$ cat src/rtl/ucsbece154b_bp_pkg.sv
// Shared definitions for the gshare branch predictor.
//   OP_BRANCH / OP_JAL : opcode values that are eligible for prediction
//   ctr_t              : 2-bit saturating direction counter encodings
//   btb_entry_t        : one BTB line (tag sized for the smallest legal BTB)
//   ctr_next           : saturating counter update
package ucsbece154b_bp_pkg;

   localparam logic [6:0] OP_BRANCH = 7'b1100011;
   localparam logic [6:0] OP_JAL    = 7'b1101111;

   typedef enum logic [1:0] {
      SNT = 2'b00,
      WNT = 2'b01,
      WT  = 2'b10,
      ST  = 2'b11
   } ctr_t;

   // Tag is pc[31:BI+2]; with the smallest BTB (BI=2) that is 28 bits.
   // Narrower configurations zero-extend, so the top bits fold away.
   localparam int TAG_MAX = 28;

   typedef struct packed {
      logic               valid;
      logic               jump;
      logic [TAG_MAX-1:0] tag;
      logic [31:0]        target;
   } btb_entry_t;

   function automatic ctr_t ctr_next(ctr_t c, logic taken);
      ctr_t n;
      n = c;
      if (taken && (c != ST))
         n = ctr_t'(c + 2'd1);
      else if (!taken && (c != SNT))
         n = ctr_t'(c - 2'd1);
      return n;
   endfunction

endpackage

$ cat src/rtl/ucsbece154b_btb.sv
// Direct-mapped, tagged branch target buffer with one combinational read
// port and one synchronous write port.
//   clk, reset            : clock, async active-high reset (invalidates all)
//   rd_pc                 : lookup PC
//   rd_hit/target/jump    : lookup result
//   wr_en/pc/target/jump  : allocate/overwrite the line indexed by wr_pc
module ucsbece154b_btb
   import ucsbece154b_bp_pkg::*;
#(
   parameter int NUM_ENTRIES = 32
) (
   input  logic        clk,
   input  logic        reset,
   input  logic [31:0] rd_pc,
   output logic        rd_hit,
   output logic [31:0] rd_target,
   output logic        rd_jump,
   input  logic        wr_en,
   input  logic [31:0] wr_pc,
   input  logic [31:0] wr_target,
   input  logic        wr_jump
);

   localparam int BI = $clog2(NUM_ENTRIES);

   btb_entry_t       mem [NUM_ENTRIES];
   btb_entry_t       rd_entry;
   logic [BI-1:0]    rd_idx;
   logic [BI-1:0]    wr_idx;
   logic             unused_pc_bits;

   assign rd_idx    = rd_pc[BI+1:2];
   assign wr_idx    = wr_pc[BI+1:2];
   assign rd_entry  = mem[rd_idx];
   assign rd_hit    = rd_entry.valid && (rd_entry.tag == TAG_MAX'(rd_pc[31:BI+2]));
   assign rd_target = rd_entry.target;
   assign rd_jump   = rd_entry.jump;

   // Instructions are word aligned; the byte offset never selects anything.
   assign unused_pc_bits = ^{rd_pc[1:0], wr_pc[1:0]};

   always_ff @(posedge clk or posedge reset) begin
      if (reset) begin
         for (int i = 0; i < NUM_ENTRIES; i++)
            mem[i] <= '0;
      end else if (wr_en) begin
         mem[wr_idx] <= '{valid:  1'b1,
                          jump:   wr_jump,
                          tag:    TAG_MAX'(wr_pc[31:BI+2]),
                          target: wr_target};
      end
   end

endmodule

$ cat src/rtl/ucsbece154b_gshare_bp.sv
// Gshare branch predictor: BTB + 2-bit PHT indexed by pc[G+1:2] ^ GHR.
// Predicts combinationally in Fetch, trains and repairs from Execute.
//   Fetch   : stall_f_i, pc_f_i, op_f_i -> predict_taken_f_o,
//             predict_target_f_o, phtidx_f_o, ghr_f_o (snapshot for E)
//   Execute : resolve_e_i, branch_e_i, jump_e_i, taken_e_i, pc_e_i,
//             target_e_i, phtidx_e_i, ghr_e_i, mispredict_e_i
//   Stats   : stat_branches_o, stat_mispredicts_o (wrap at 2^32)
module ucsbece154b_gshare_bp
   import ucsbece154b_bp_pkg::*;
#(
   parameter int NUM_BTB_ENTRIES = 32,
   parameter int NUM_GHR_BITS    = 5
) (
   input  logic                    clk,
   input  logic                    reset,
   input  logic                    stall_f_i,
   input  logic [31:0]             pc_f_i,
   input  logic [6:0]              op_f_i,
   output logic                    predict_taken_f_o,
   output logic [31:0]             predict_target_f_o,
   output logic [NUM_GHR_BITS-1:0] phtidx_f_o,
   output logic [NUM_GHR_BITS-1:0] ghr_f_o,
   input  logic                    resolve_e_i,
   input  logic                    branch_e_i,
   input  logic                    jump_e_i,
   input  logic                    taken_e_i,
   input  logic [31:0]             pc_e_i,
   input  logic [31:0]             target_e_i,
   input  logic [NUM_GHR_BITS-1:0] phtidx_e_i,
   input  logic [NUM_GHR_BITS-1:0] ghr_e_i,
   input  logic                    mispredict_e_i,
   output logic [31:0]             stat_branches_o,
   output logic [31:0]             stat_mispredicts_o
);

   localparam int G     = NUM_GHR_BITS;
   localparam int PHT_N = 1 << G;

   logic [G-1:0] ghr;
   logic [G-1:0] ghr_next;
   ctr_t         pht [PHT_N];
   logic         btb_hit;
   logic         btb_jump;
   logic [31:0]  btb_target;
   logic         is_branch_f;
   logic         is_ctl_f;

   assign is_branch_f = (op_f_i == OP_BRANCH);
   assign is_ctl_f    = is_branch_f || (op_f_i == OP_JAL);

   assign phtidx_f_o         = pc_f_i[G+1:2] ^ ghr;
   assign ghr_f_o            = ghr;
   assign predict_taken_f_o  = is_ctl_f & btb_hit & (btb_jump | pht[phtidx_f_o][1]);
   assign predict_target_f_o = btb_target;

   ucsbece154b_btb #(
      .NUM_ENTRIES (NUM_BTB_ENTRIES)
   ) u_btb (
      .clk       (clk),
      .reset     (reset),
      .rd_pc     (pc_f_i),
      .rd_hit    (btb_hit),
      .rd_target (btb_target),
      .rd_jump   (btb_jump),
      .wr_en     (resolve_e_i & taken_e_i),
      .wr_pc     (pc_e_i),
      .wr_target (target_e_i),
      .wr_jump   (jump_e_i)
   );

   // Repair is assigned last so it wins over a same-cycle speculative shift.
   always_comb begin
      ghr_next = ghr;
      if (!stall_f_i && is_branch_f)
         ghr_next = {ghr[G-2:0], predict_taken_f_o};
      if (resolve_e_i && mispredict_e_i) begin
         if (branch_e_i)
            ghr_next = {ghr_e_i[G-2:0], taken_e_i};
         else
            ghr_next = ghr_e_i;
      end
   end

   always_ff @(posedge clk or posedge reset) begin
      if (reset)
         ghr <= '0;
      else
         ghr <= ghr_next;
   end

   always_ff @(posedge clk or posedge reset) begin
      if (reset) begin
         for (int i = 0; i < PHT_N; i++)
            pht[i] <= WNT;
      end else if (resolve_e_i && branch_e_i) begin
         pht[phtidx_e_i] <= ctr_next(pht[phtidx_e_i], taken_e_i);
      end
   end

   always_ff @(posedge clk or posedge reset) begin
      if (reset) begin
         stat_branches_o    <= '0;
         stat_mispredicts_o <= '0;
      end else if (resolve_e_i) begin
         stat_branches_o <= stat_branches_o + 32'd1;
         if (mispredict_e_i)
            stat_mispredicts_o <= stat_mispredicts_o + 32'd1;
      end
   end

endmodule
$ cat config.mk
export PLATFORM = sky130hd
export DESIGN_NAME = ucsbece154b_gshare_bp
export DESIGN_NICKNAME = d
export VERILOG_FILES = /design/src/rtl/ucsbece154b_bp_pkg.sv /design/src/rtl/ucsbece154b_btb.sv /design/src/rtl/ucsbece154b_gshare_bp.sv
export SDC_FILE = /design/constraint.sdc
export NUM_CORES = 2
export LEC_CHECK = 0
export BUFFER_PORTS_ARGS = -buffer_cell sky130_fd_sc_hd__buf_2
export CAP_MARGIN = 40
export CORE_MARGIN = 4
export CORE_UTILIZATION = 25
export CTS_BUF_LIST = sky130_fd_sc_hd__clkbuf_8
export DETAILED_ROUTE_END_ITERATION = 12
export REMOVE_ABC_BUFFERS = 1
export SETUP_SLACK_MARGIN = 0.1
export SLEW_MARGIN = 20
export SYNTH_ARGS = -nofsm -noshare
export SYNTH_HDL_FRONTEND = slang
export SYNTH_SLANG_ARGS = --single-unit
$ cat constraint.sdc
create_clock -name clk -period 77.5 [get_ports clk]
set_clock_uncertainty 0.2 [all_clocks]
set_input_delay 7.75 -clock clk [delete_from_list [all_inputs] [get_ports clk]]
set_output_delay 7.75 -clock clk [all_outputs]
set_load 0.005 [all_outputs]
# Word-level counts from Yosys, hierarchy flattened
# Cells that the tools add are included.
word_totals:
  out_inout_bits: 107
  elab_cells: 221
  ramBits: 0
  rom_bits: 0
  latch_bits: 0
  in_bits: 121
  regBits: 2117
  mem_count: 0
classes:
  n_eq_ne: 4
  mux: 21
  order_cmp: 6
  shift: 0
  reduce_logical: 14
  div: 0
  mul: 0
  n_bitwise: 9
  add_sub_neg: 4
op_table:
  columns: ["op", "count"]
  rows:
  - ["$bwmux W1984", 1]
  - ["$bmux W62 S5", 1]
  - ["$demux W62 S5", 1]
  - ["$mux W62", 3]
  - ["$add A32 B1 Y32 const B", 2]
  - ["$bwmux W64", 1]
  - ["$eq A28 B25 Y1", 1]
  - ["$ge A6 B6 Y1 const B", 4]
  - ["$not A5 Y6", 4]
  - ["$bmux W2 S5", 2]
  - ["$mux W2", 8]
  - ["$mux W5", 3]
  - ["$eq A7 B7 Y1 const B", 2]
  - ["$lt A6 B1 Y1 const B", 2]
  - ["$demux W2 S5", 1]
  - ["$logic_and A1 B1 Y1", 8]
  - ["$xor A5 B5 Y5", 1]
  - ["$reduce_bool A2 Y1", 2]
  - ["$and A1 B1 Y1", 3]
  - ["$add A2 B1 Y2 const B", 1]
  - ["$logic_not A1 Y1", 2]
  - ["$ne A2 B2 Y1 const B", 1]
  - ["$reduce_and A2 Y1", 1]
  - ["$sub A2 B1 Y2 const B", 1]
  - ["2 further kinds", 2]

# Depth between registers and ports, before layout
logic_depth:
  ltp_word: 10
  mapped_depth: 14
  ltp_nobuf: 10

# Hierarchy
# From an unflattened synthesis, not the netlist that was laid out.
unflattened:
  cells_unflattened: 5872
  area_unflattened_um2: 91961.9
by_module_without_submodules:
  columns: ["module", "seq_area_each_um2", "cells_per_inst", "area_each_um2", "instances"]
  rows:
  - ["ucsbece154b_btb", 47245.3, 5312, 85200.5, 1]
  - ["ucsbece154b_gshare_bp", 3368.2, 560, 6761.5, 1]

# Least setup slack after synthesis
# OpenSTA, ideal clock, no wires.
synth_path:
  kind: "input-to-output"
  startpoint: "input pc_f_i[3]"
  endpoint: "output predict_target_f_o[10]"
  arrival_ps: 10210
  cell_stages: 10
  n_path_buf: 7
  path_slack_ps: 59340
  cell_sequence: "buf_6 > buf_8 > buf_6 > buf_6 > buf_4 > buf_2 > clkbuf_1 > mux4_2 > mux4_2 > mux2_2"
synth_via:
  elab_chain_cells: 4
synth_rtl:
  columns: ["element", "line_no", "source"]
  rows:
  - ["start: declaration", "ucsbece154b_gshare_bp.sv:17", "input logic [31:0] pc_f_i,"]
  - ["$not A5 Y6 (not written as such)", "ucsbece154b_btb.sv:34", "assign rd_entry = mem[rd_idx];"]
  - ["$bmux W62 S5", "ucsbece154b_btb.sv:34", null]
  - ["$mux W62 (not written as such) (2 in a row)", "ucsbece154b_btb.sv:34", null]
  - ["end: declaration", "ucsbece154b_gshare_bp.sv:20", "output logic [31:0] predict_target_f_o,"]
# Every way passes these cells. The select of a mux whose other input is x is not followed.

# Worst setup path in the final report
layout_path:
  startpoint: "input pc_f_i[4]"
  endpoint: "output predict_taken_f_o"
layout_via:
  elab_chain_cells: 8
layout_rtl:
  columns: ["element", "line_no", "source"]
  rows:
  - ["$not A5 Y6 (not written as such)", "ucsbece154b_btb.sv:34", null]
  - ["$bmux W62 S5", "ucsbece154b_btb.sv:34", null]
  - ["$mux W62 (not written as such) (2 in a row)", "ucsbece154b_btb.sv:34", null]
  - ["$eq A28 B25 Y1", "ucsbece154b_btb.sv:35", "assign rd_hit = rd_entry.valid && (rd_entry.tag == TAG_MAX'(rd_pc[31:BI+2]));"]
  - ["$logic_and A1 B1 Y1", "ucsbece154b_btb.sv:35", null]
  - ["$and A1 B1 Y1", "ucsbece154b_gshare_bp.sv:53", "assign predict_taken_f_o = is_ctl_f & btb_hit & (btb_jump | pht[phtidx_f_o][1]);"]
  - ["$and A1 B1 Y1 *", "ucsbece154b_gshare_bp.sv:53", null]
  - ["end: declaration", "ucsbece154b_gshare_bp.sv:19", "output logic predict_taken_f_o,"]
# Mark *: on every way between the ends. The rest lies on a longest branch, timed or not. The select of a mux whose other input is x is not followed.

==> flow_metrics.env <==
export IMPL_r2r_start="u_btb.mem[654]"
export IMPL_hold_buffers=0
export IMPL_grt_pass1_vias=58275
export IMPL_synth_main_ff_cell="dfrtp_1"
export IMPL_finalCritPeriodShare_pct=27.0
export IMPL_ir_drop_v=0.0000127
export IMPL_worstMarginPinSlew_ns=1.01
export IMPL_numCtsBuffers=349
export IMPL_drv_slew=0
export IMPL_cts_root_buf="clkbuf_8"
export IMPL_num_io_pins=228
export IMPL_min_to="u_btb.mem[681]"
export IMPL_cts_tree="yes"
export IMPL_hp_start="u_btb.mem[681]"
export IMPL_start_util_pct=25.1
export IMPL_grt_start_max_net_pins=172
export IMPL_ant_nets=0
export IMPL_max_slew_margin_pct=32.6
export IMPL_die_area_sq_mm=0.378
export IMPL_clkSinkCount=2021
export IMPL_yosysUniqueCellTypes=61
export IMPL_area_growth_syn_to_layout_pct=15.6
export IMPL_wl_um=273000
export IMPL_clkLatencyLatePin_ns=1.01
export IMPL_fin_setup_tns_ns=0
export IMPL_die_h_um=615
export IMPL_endpoint_kind="primary output"
export IMPL_min_delay_path_depth=1
export IMPL_clk_pin_slew_worst_paths_ns=0.06
export IMPL_synth_seq_cells=2021
export IMPL_post_drt_via_cell_ratio=4.83
export IMPL_fillers=36317
export IMPL_core_area_sq_mm=0.366
export IMPL_crit_fanout=56
export IMPL_r2r_end="ghr_f_o[0]"
export IMPL_fmax_ghz=0.0477
export IMPL_r2r_cells=9
export IMPL_drive_gt1_share_pct=54.9
export IMPL_cp_arrival_ns=13.01
export IMPL_grt_pass1_wl_um=404000
export IMPL_period_minus_slack_ns=20.96
export IMPL_syn_cell_area_sq_mm=0.0920
export IMPL_ys_async_sr_fraction_pct=100
export IMPL_power_density_mw_per_mm2=24.4
export IMPL_worst_setup_path_type="in -> out"
export IMPL_maxCapViolCount=0
export IMPL_io_buffers=223
export IMPL_final_nets=6150
export IMPL_hold_viol=0
export IMPL_first_pass_iters=5
export IMPL_row_count=222
export IMPL_hp_class="reg -> reg"
export IMPL_multi_input_area_sq_mm=0.0392
export IMPL_htreeDepth=5
export IMPL_gp_congestion=0.784
export IMPL_drcViolationCount=0
export IMPL_gr_total_overflow=0
export IMPL_setup_viol=0
export IMPL_ys_seq_area_share_pct=55.0
export IMPL_clk_path_buf_depth=4
export IMPL_worstSetupStartpointType="primary input"
export IMPL_yosysWarnings=0
export IMPL_grt_usage_pct=14.1
export IMPL_synthCells=5820
export IMPL_drt_iter0_markers=3448
export IMPL_p_leak_uw=0.0490
export IMPL_avgSynthCellArea_sq_um=15.8
export IMPL_hpwl_um=165000
export IMPL_cts_resized_gates=0
export IMPL_wire_per_inst_um=24.5
export IMPL_finalInstanceArea_sq_mm=0.106
export IMPL_r2r_slack_ns=73.60
export IMPL_vias=53718
export IMPL_post_cts_buffers=0
export IMPL_required_ns=69.55
export IMPL_status="completed"
export IMPL_placedInstanceArea_sq_mm=0.0990
export IMPL_register_area_sq_mm=0.0506
export IMPL_synth_edf_count=0
export IMPL_antenna_found_initial=68
export IMPL_die_w_um=615
export IMPL_rsz0062_at_grt="false"
[Yosys cell counts (18+ instances only)]
library cell / number / area share (%)
buf_1: 123 / 0.50
buf_6: 18 / 0.22
nor2b_1: 23 / 0.16
clkbuf_1: 291 / 1.2
nand2b_1: 24 / 0.16
mux2_2: 1973 / 24
mux4_2: 500 / 12
or2_2: 22 / 0.15
nor2_1: 81 / 0.33
xor2_1: 30 / 0.29
xnor2_1: 62 / 0.59
nand2_1: 104 / 0.42
nand4_1: 25 / 0.17
and3_1: 25 / 0.17
buf_4: 23 / 0.19
mux2i_1: 111 / 1.2
a22oi_1: 47 / 0.38
dfstp_2: 32 / 0.91
dfrtp_1: 1989 / 54
nand3_1: 47 / 0.26
buf_2: 81 / 0.44
[cells in the final DEF (no fill, tap or decap), types with 9 or more instances in the layout]
| cell type | netlist | final |
|---|---|---|
| o21ai_0 | 13 | 12 |
| nor2_1 | 81 | 64 |
| nand2b_1 | 24 | 24 |
| nand3_1 | 47 | 47 |
| mux2_2 | 1973 | 1973 |
| nor2_4 | 0 | 16 |
| xor2_1 | 30 | 30 |
| o22ai_1 | 16 | 16 |
| a21oi_1 | 17 | 17 |
| nand2_4 | 0 | 16 |
| clkinv_2 | 0 | 25 |
| nand4_1 | 25 | 25 |
| xnor2_1 | 62 | 62 |
| nor3_1 | 14 | 14 |
| mux4_1 | 16 | 16 |
| mux4_2 | 500 | 500 |
| nand2_1 | 104 | 88 |
| dfstp_2 | 32 | 32 |
| mux2i_1 | 111 | 111 |
| or2_2 | 22 | 22 |
| buf_16 | 0 | 32 |
| a22oi_1 | 47 | 47 |
| a221oi_1 | 9 | 9 |
| buf_12 | 0 | 23 |
| buf_2 | 81 | 223 |
| and3_1 | 25 | 25 |
| diode_2 | 0 | 18 |
| nor2b_1 | 23 | 21 |
| clkbuf_8 | 0 | 451 |
| dfrtp_1 | 1989 | 1989 |
| buf_4 | 23 | 108 |
| inv_1 | 6 | 128 |
[power by group]
part | internal, uW | switching (uW) | total [uW]
combinational | 201 | 151 | 352
clock | 527 | 444 | 971
sequential | 1200 | 72.1 | 1270
[how the worst max path moves through the flow]
stage / start / endpoint / slack (ns) / cells after the start
floorplan: reset / ghr_f_o[0] / 12.52 / 1
global placement: pc_f_i[4] / predict_taken_f_o / 56.37 / 13
detailed placement: pc_f_i[4] / predict_taken_f_o / 56.43 / 13
CTS: pc_f_i[4] / predict_taken_f_o / 56.41 / 13
global route: pc_f_i[4] / predict_taken_f_o / 56.30 / 13
finish: pc_f_i[4] / predict_taken_f_o / 56.54 / 13
[registers in the layout, summed over array words and instances, names as in the netlist]
signal,flops
stat_branches_o,32
pht,64
u_btb.mem,1888
ghr_f_o,5
stat_mispredicts_o,32
[kinds of logic after synthesis]
kind of cell	after synthesis	synth area share, %
buffers and inverters	546	2.61
XOR/XNOR	92	0.876
AO/OA/AOI/OAI	145	1.12
adder cells (fa/ha/maj)	4	0.0544
multiplexers	2600	38.1
AND/OR/NAND/NOR	412	2.27
flip-flops	2021	55.0
[metal layers]
layer  track usage [%]  vias up  part of all wire, %
li1                  -    22071                    -
met1              19.3    29571                   44
met2              22.8     1565                   47
met3              2.70      493                  5.8
met4              3.99       18                  2.9
met5                 0        -                0.040
[worst max-delay path: stages]
cell	delay, ns
buf_8	0.47
buf_12	0.49
buf_4	0.67
buf_4	0.73
mux4_2	0.41
mux2_2	0.29
o22ai_1	0.11
a221oi_1	0.09
xnor2_1	0.45
nand4_1	0.30
nor4_2	0.60
and4_1	0.29
buf_2	0.18
[area by class of cell]
type                            count  area share (%)
Clock inverter                    168           0.768
Tap cell                         4816            5.67
Sequential cell                  2021            47.6
Inverter                            7          0.0318
Multi-Input combinational cell   3253            36.9
Antenna cell                       18          0.0424
Clock buffer                      451            5.84
Timing Repair Buffer              393            3.16
[stage by stage]
step           hold WS [ns]  utilization, %  instances  power, uW  setup WS, ns
3_3_place_gp          0.244            26.8      10432       1610         56.37
2_1_floorplan         0.229               -       5281       1520         12.52
6_report              0.265            29.0      11127       2590         56.54
4_1_cts               0.262            29.0      11098       2620         56.41
3_5_place_dp          0.247            27.0      10479       1640         56.43
5_1_grt               0.279            29.0      11119       2710         56.30
Note: power is estimated with default switching activity, not from simulation.
